`config.mk`:
```
export PLATFORM = sky130hd
export DESIGN_NAME = cdb_writeback
export DESIGN_NICKNAME = d
export VERILOG_FILES = /design/src/rtl/cdb_writeback_pkg.sv /design/src/rtl/wb_fifo.sv /design/src/rtl/cdb_writeback.sv
export SDC_FILE = /design/constraint.sdc
export NUM_CORES = 2
export LEC_CHECK = 0
export CAP_MARGIN = 5
export CELL_PAD_IN_SITES_DETAIL_PLACEMENT = 1
export CELL_PAD_IN_SITES_GLOBAL_PLACEMENT = 1
export CORE_ASPECT_RATIO = 0.7
export CORE_MARGIN = 1.5
export CORE_UTILIZATION = 43
export DETAILED_ROUTE_END_ITERATION = 12
export PLACE_DENSITY_LB_ADDON = 0.12
export SYNTH_ARGS = -nofsm -noshare
export SYNTH_HDL_FRONTEND = slang
export SYNTH_HIERARCHICAL = 1
export SYNTH_SLANG_ARGS = --single-unit
```
`constraint.sdc`:
```
create_clock -name clk -period 8.2 [get_ports clk]
set_input_delay 1.64 -clock clk [delete_from_list [all_inputs] [get_ports clk]]
set_output_delay 1.64 -clock clk [all_outputs]
set_load 0.05 [all_outputs]
```
`src/rtl/cdb_writeback_pkg.sv`:
```
// Shared writeback types: the result-bus entry format, FU selector and ROB age compare.
package cdb_writeback_pkg;

    localparam int ROB_TAG_W = 5;
    localparam int PREG_W    = 7;
    localparam int DATA_W    = 32;
    localparam int NUM_FU    = 3;

    typedef struct packed {
        logic                 valid;
        logic [ROB_TAG_W-1:0] rob_tag;
        logic [PREG_W-1:0]    pd;
        logic [DATA_W-1:0]    data;
        logic                 we;
        logic                 mispredict;
    } wb_entry;

    typedef enum logic [1:0] {
        FuAlu = 2'd0,
        FuB   = 2'd1,
        FuMem = 2'd2
    } fu_sel_e;

    function automatic fu_sel_e next_fu(input fu_sel_e fu);
        fu_sel_e nxt;
        unique case (fu)
            FuAlu:   nxt = FuB;
            FuB:     nxt = FuMem;
            default: nxt = FuAlu;
        endcase
        return nxt;
    endfunction

    // Ages are distances from the ROB head, so wrap-around of tags is handled.
    function automatic logic is_younger(input logic [ROB_TAG_W-1:0] tag,
                                        input logic [ROB_TAG_W-1:0] branch_tag,
                                        input logic [ROB_TAG_W-1:0] head);
        logic [ROB_TAG_W-1:0] age_tag;
        logic [ROB_TAG_W-1:0] age_branch;
        age_tag    = tag - head;
        age_branch = branch_tag - head;
        return age_tag > age_branch;
    endfunction

endpackage

```
`src/rtl/wb_fifo.sv`:
```
// Per-FU result queue with empty-queue bypass and same-cycle flush of entries younger
// than a mispredicting branch; survivors are compacted so the count tracks live entries.
module wb_fifo
    import cdb_writeback_pkg::*;
#(
    parameter int unsigned DEPTH = 4
) (
    input  logic                 clk,
    input  logic                 reset,
    input  logic                 push,
    input  wb_entry              push_entry,
    input  logic                 pop,
    input  logic                 flush,
    input  logic [ROB_TAG_W-1:0] flush_tag,
    input  logic [ROB_TAG_W-1:0] rob_head,
    output logic                 ready,
    output logic                 head_valid,
    output wb_entry              head_entry
);

    localparam int unsigned PTR_W = (DEPTH > 1) ? $clog2(DEPTH) : 1;
    localparam int unsigned CNT_W = PTR_W + 1;

    typedef logic [PTR_W-1:0] ptr_t;
    typedef logic [CNT_W-1:0] cnt_t;

    wb_entry mem_q [DEPTH];
    wb_entry mem_d [DEPTH];
    ptr_t    rd_q;
    ptr_t    rd_d;
    cnt_t    cnt_q;
    cnt_t    cnt_d;

    logic    empty;
    logic    push_live;
    ptr_t    base;
    cnt_t    kept;

    assign empty     = (cnt_q == '0);
    assign ready     = (cnt_q != cnt_t'(DEPTH));
    assign push_live = push && ready &&
                       !(flush && is_younger(push_entry.rob_tag, flush_tag, rob_head));

    // An empty queue presents the incoming result directly so it can win this cycle.
    always_comb begin
        if (empty) begin
            head_entry = push_entry;
            head_valid = push_live;
        end else begin
            head_entry = mem_q[rd_q];
            head_valid = !(flush && is_younger(mem_q[rd_q].rob_tag, flush_tag, rob_head));
        end
    end

    always_comb begin
        mem_d = mem_q;
        base  = (pop && !empty) ? ptr_t'(rd_q + ptr_t'(1)) : rd_q;
        kept  = '0;
        for (int unsigned i = 0; i < DEPTH; i++) begin
            if ((cnt_t'(i) < cnt_q) && !(pop && (i == 0)) &&
                !(flush && is_younger(mem_q[ptr_t'(rd_q + ptr_t'(i))].rob_tag,
                                      flush_tag, rob_head))) begin
                mem_d[ptr_t'(base + ptr_t'(kept))] = mem_q[ptr_t'(rd_q + ptr_t'(i))];
                kept = kept + cnt_t'(1);
            end
        end
        // A bypassed result that is granted this cycle never occupies a slot.
        if (push_live && !(pop && empty)) begin
            mem_d[ptr_t'(base + ptr_t'(kept))] = push_entry;
            kept = kept + cnt_t'(1);
        end
        rd_d  = base;
        cnt_d = kept;
    end

    always_ff @(posedge clk) begin
        if (reset) begin
            rd_q  <= '0;
            cnt_q <= '0;
        end else begin
            rd_q  <= rd_d;
            cnt_q <= cnt_d;
        end
    end

    always_ff @(posedge clk) begin
        mem_q <= mem_d;
    end

endmodule

```
`src/rtl/cdb_writeback.sv`:
```
// Common data bus writeback: three FU result queues, round-robin arbitration and a single
// registered broadcast to ROB, PRF and reservation stations.
module cdb_writeback
    import cdb_writeback_pkg::*;
#(
    parameter int unsigned FIFO_DEPTH = 4
) (
    input  logic                 clk,
    input  logic                 reset,

    input  logic                 alu_valid,
    input  logic [ROB_TAG_W-1:0] alu_rob_tag,
    input  logic [PREG_W-1:0]    alu_pd,
    input  logic [DATA_W-1:0]    alu_data,
    input  logic                 alu_we,
    output logic                 alu_ready,

    input  logic                 b_valid,
    input  logic [ROB_TAG_W-1:0] b_rob_tag,
    input  logic [PREG_W-1:0]    b_pd,
    input  logic [DATA_W-1:0]    b_data,
    input  logic                 b_we,
    input  logic                 b_mispredict,
    output logic                 b_ready,

    input  logic                 mem_valid,
    input  logic [ROB_TAG_W-1:0] mem_rob_tag,
    input  logic [PREG_W-1:0]    mem_pd,
    input  logic [DATA_W-1:0]    mem_data,
    input  logic                 mem_we,
    output logic                 mem_ready,

    input  logic [ROB_TAG_W-1:0] rob_head,
    input  logic                 mispredict,
    input  logic [ROB_TAG_W-1:0] mispredict_tag,

    output logic                 cdb_valid,
    output logic [ROB_TAG_W-1:0] cdb_rob_tag,
    output logic [PREG_W-1:0]    cdb_pd,
    output logic [DATA_W-1:0]    cdb_data,
    output logic                 cdb_we,
    output logic                 cdb_mispredict
);

    wb_entry                alu_entry;
    wb_entry                b_entry;
    wb_entry                mem_entry;
    wb_entry [NUM_FU-1:0]   heads;
    logic    [NUM_FU-1:0]   head_valid;
    logic    [NUM_FU-1:0]   pop;

    fu_sel_e prio_q;
    fu_sel_e sel;
    fu_sel_e grant_sel;
    logic    any_grant;

    // Only branch results can carry a mispredict flag onto the bus.
    always_comb begin
        alu_entry = '{valid: 1'b1, rob_tag: alu_rob_tag, pd: alu_pd, data: alu_data,
                      we: alu_we, mispredict: 1'b0};
        b_entry   = '{valid: 1'b1, rob_tag: b_rob_tag, pd: b_pd, data: b_data,
                      we: b_we, mispredict: b_mispredict};
        mem_entry = '{valid: 1'b1, rob_tag: mem_rob_tag, pd: mem_pd, data: mem_data,
                      we: mem_we, mispredict: 1'b0};
    end

    wb_fifo #(
        .DEPTH (FIFO_DEPTH)
    ) u_alu_fifo (
        .clk        (clk),
        .reset      (reset),
        .push       (alu_valid),
        .push_entry (alu_entry),
        .pop        (pop[FuAlu]),
        .flush      (mispredict),
        .flush_tag  (mispredict_tag),
        .rob_head   (rob_head),
        .ready      (alu_ready),
        .head_valid (head_valid[FuAlu]),
        .head_entry (heads[FuAlu])
    );

    wb_fifo #(
        .DEPTH (FIFO_DEPTH)
    ) u_b_fifo (
        .clk        (clk),
        .reset      (reset),
        .push       (b_valid),
        .push_entry (b_entry),
        .pop        (pop[FuB]),
        .flush      (mispredict),
        .flush_tag  (mispredict_tag),
        .rob_head   (rob_head),
        .ready      (b_ready),
        .head_valid (head_valid[FuB]),
        .head_entry (heads[FuB])
    );

    wb_fifo #(
        .DEPTH (FIFO_DEPTH)
    ) u_mem_fifo (
        .clk        (clk),
        .reset      (reset),
        .push       (mem_valid),
        .push_entry (mem_entry),
        .pop        (pop[FuMem]),
        .flush      (mispredict),
        .flush_tag  (mispredict_tag),
        .rob_head   (rob_head),
        .ready      (mem_ready),
        .head_valid (head_valid[FuMem]),
        .head_entry (heads[FuMem])
    );

    // Search starts at the priority pointer and takes the first live head.
    always_comb begin
        sel       = prio_q;
        grant_sel = prio_q;
        any_grant = 1'b0;
        for (int k = 0; k < NUM_FU; k++) begin
            if (!any_grant && head_valid[sel]) begin
                any_grant = 1'b1;
                grant_sel = sel;
            end
            sel = next_fu(sel);
        end
    end

    always_comb begin
        pop            = '0;
        pop[grant_sel] = any_grant;
    end

    always_ff @(posedge clk) begin
        if (reset) begin
            prio_q         <= FuAlu;
            cdb_valid      <= 1'b0;
            cdb_rob_tag    <= '0;
            cdb_pd         <= '0;
            cdb_data       <= '0;
            cdb_we         <= 1'b0;
            cdb_mispredict <= 1'b0;
        end else begin
            cdb_valid <= any_grant && heads[grant_sel].valid;
            if (any_grant) begin
                prio_q         <= next_fu(grant_sel);
                cdb_rob_tag    <= heads[grant_sel].rob_tag;
                cdb_pd         <= heads[grant_sel].pd;
                cdb_data       <= heads[grant_sel].data;
                cdb_we         <= heads[grant_sel].we;
                cdb_mispredict <= heads[grant_sel].mispredict;
            end
        end
    end

endmodule

```
==> impl_metrics.yaml <==
yosys:
  synth_warnings: 6
  synthXorXnorAreaFrac_pct: 1.92
  yosysUniqueCellTypes: 97
  ys_seq_area_share_pct: 20.2
  synth_cells: 8038
  ys_ff_latch: 628
  async_flop_share_pct: 0
  synthSimpleGateAreaFrac_pct: 20.0
  synth-edff-count: 0
  synth_fa_ha_area_share_pct: 3.96
  synth_compound_area_share_pct: 26.0
  synth.area.mux_share_pct: 21.1
  synth.avg_cell_area_sq_um: 7.74
  synth_top_family_by_area: "compound AO/OA/AOI/OAI gates"
  netlist_area_sq_um: 62200
  ys.flop_type: "dfxtp_1"
worst_setup_path:
  r2r_slack_ns: 0.53
  cpMaxStageDelayCell: "clkdlybuf4s50_1"
  cp_data_arrival_time_ns: 8.52
  slowest_delay_ns: 0.55
  path_delay_family: "buffers and inverters"
  cp_num_cells: 28
  start_kind: "input port"
  critPathCaptureType: "register"
  reg2reg_depth: 30
  cp.required_ns: 8.83
  path_buf_inv: 6
  path_class: "input port to register"
  crit_top_cell: "mux2_2"
  worstPathMaxFanout: 11
hold_path:
  worstHoldPathCells: 2
  hp-class: "register to register"
clock_tree:
  root_buffer: "clkbuf_16"
  cts_hold_buf: 0
  clk_pin_slew_ns: 0.06
  cts_tree: "yes"
  post-cts-setup-buffer-count: 0
  cts_buffer_depth: 3
  insertion_delay_ns: 0.75
  cts_sinks: 628
  numCtsBuffers: 78
  post_cts_resized: 0
  htreeDepth: 3
global_route:
  overflow: 0
  grt_pass1_vias: 70779
  grt_start_max_net_pins: 153
  grt_usage_pct: 41.1
  antenna_found_initial: 31
  grt_pass1_wl_mm: 465
sta:
  hold-worst-slack_ns: 0.512
  tns_ns: 0
  min_period_over_period_pct: 96.2
  slew_viol_final: 0
  skew_ns: 0.0326
  grt_setup_unrepaired: "no"
  min_period_ns: 7.89
  layout_setup_ws_ns: 0.309
  setup_viol: 0
  finalHoldViolCount: 0
  tightest_slew_ns: 1.14
  fmax_mhz: 127
  max_slew_margin_pct: 23.7
route:
  wl_per_cell_um: 31.2
  num_vias: 70493
  drc_errors: 0
  vias_per_cell: 7.03
  firstDrtPassIters: 5
  totalWireLength_mm: 313
  ant_nets: 0
  drt_iter0_drc: 7578
pwr:
  p_per_area_nw_per_um2: 464
  swShare_pct: 52.4
  p_int_mw: 16.1
  p_total_mw: 33.8
  power.leakage_nw: 25.5
  power_switching_mw: 17.7
  clkPwrFrac_pct: 10.9
  sequentialPowerShare_pct: 18.8
  combPwrFrac_pct: 70.3
  ir_drop_mv: 0.439
floorplanning:
  ios: 202
  die_width_um: 458
  die_h_um: 321
  start_util_pct: 43.4
  core_area_sq_um: 143000
  rows: 116
  fp.dieArea_sq_um: 147000
place:
  placedCellCount: 9865
  post-place-ws_ns: -0.443
  dp_hpwl_mm: 208
  dpl_cell_area_sq_um: 70200
  portBuffers: 201
  gp_congestion: 0.936
layout:
  layout-drive-gt1-share_pct: 19.3
  design_area_sq_um: 72800
  area_growth_pct: 17.1
  nNetsFinal: 8395
  fin_cells: 10030
  final_core_util_pct: 50.8
outcome:
  outcome: "completed"
job:
  cap_viol_max_count: 0
metal layers:
layer,track usage [%],share of wire (%)
met5,0,0.027
met4,21.9,5.4
met3,11.4,11
met2,59.8,42
met1,55.1,41
cell usage after synthesis, drive strengths merged (216+ instances only):
master | n | share of area (%)
o21ai | 274 | 2.2
o311ai | 232 | 3.3
nor2 | 659 | 4.0
nand2 | 1421 | 8.6
a31oi | 542 | 5.5
a211oi | 216 | 2.8
a21oi | 325 | 2.6
buf | 300 | 2.5
mux2 | 429 | 7.8
clkbuf | 553 | 3.3
nand3 | 268 | 2.2
mux4 | 284 | 10
a21boi | 320 | 3.9
dfxtp | 628 | 20
flip-flops by register name (all words and copies together) (netlist names):
signal and count:
cdb_data 32, cdb_mispredict 1, cdb_pd 7, cdb_rob_tag 5, cdb_valid 1, cdb_we 1, prio_q 2, u_alu_fifo/cnt_q 3
u_alu_fifo/mem_q 188, u_alu_fifo/rd_q 2, u_b_fifo/cnt_q 3, u_b_fifo/mem_q 188, u_b_fifo/rd_q 2, u_mem_fifo/cnt_q 3, u_mem_fifo/mem_q 188, u_mem_fifo/rd_q 2
cell type report:
type | count | area (sq um)
clock inverter | 23 | 165
antenna | 26 | 65.1
tap | 1888 | 2360
fill | 16999 | 70400
timing repair buffer | 769 | 8730
multi-input combinational | 6436 | 46000
sequential | 628 | 12600
inverter | 144 | 543
clock buffer | 116 | 2370
kinds of logic (layout without fill, tap and decap cells):
logic type | count (synthesis) | count (layout)
buffers and inverters | 997 | 1052
AOI/OAI and AO/OA | 2352 | 2352
adders and majority gates | 186 | 186
muxes | 903 | 903
xor gates and xnor gates | 113 | 113
DFF | 628 | 628
other | 2 | 51
and+or+nand+nor | 2857 | 2857
worst min-delay path, stage by stage, from the launching register on:
cell      delay (ns)
dfxtp_1         0.31
nor2_1          0.10
a311oi_1        0.06
cells in the final DEF, fill, tap and decap left out, drive strengths merged, types with 216 or more instances in the layout:
| master | n |
|---|---|
| a31oi | 542 |
| nand3 | 268 |
| buf | 570 |
| dfxtp | 628 |
| a21boi | 320 |
| a211oi | 216 |
| mux2 | 429 |
| nand2 | 1421 |
| o21ai | 274 |
| o311ai | 232 |
| mux4 | 284 |
| a21oi | 325 |
| nor2 | 659 |
worst paths after layout:
check	startpoint	end
hold reg to reg	cdb_data[10]	cdb_data[10]
setup / recovery	rob_head[1]	u_mem_fifo/mem_q[56]
hold / removal	cdb_data[10]	cdb_data[10]
setup reg to reg	u_b_fifo/rd_q[0]	u_alu_fifo/mem_q[150]
power by group through the flow:
stage	logic, mW	clock network, mW	registers [mW]
floorplan	14.4	0	5.93
global placement	22.1	0	6.16
CTS	23.0	3.70	6.26
finish	23.7	3.69	6.35
detailed placement	22.9	0	6.29
global route	25.1	3.81	6.52
(Power assumes the default switching activity.)
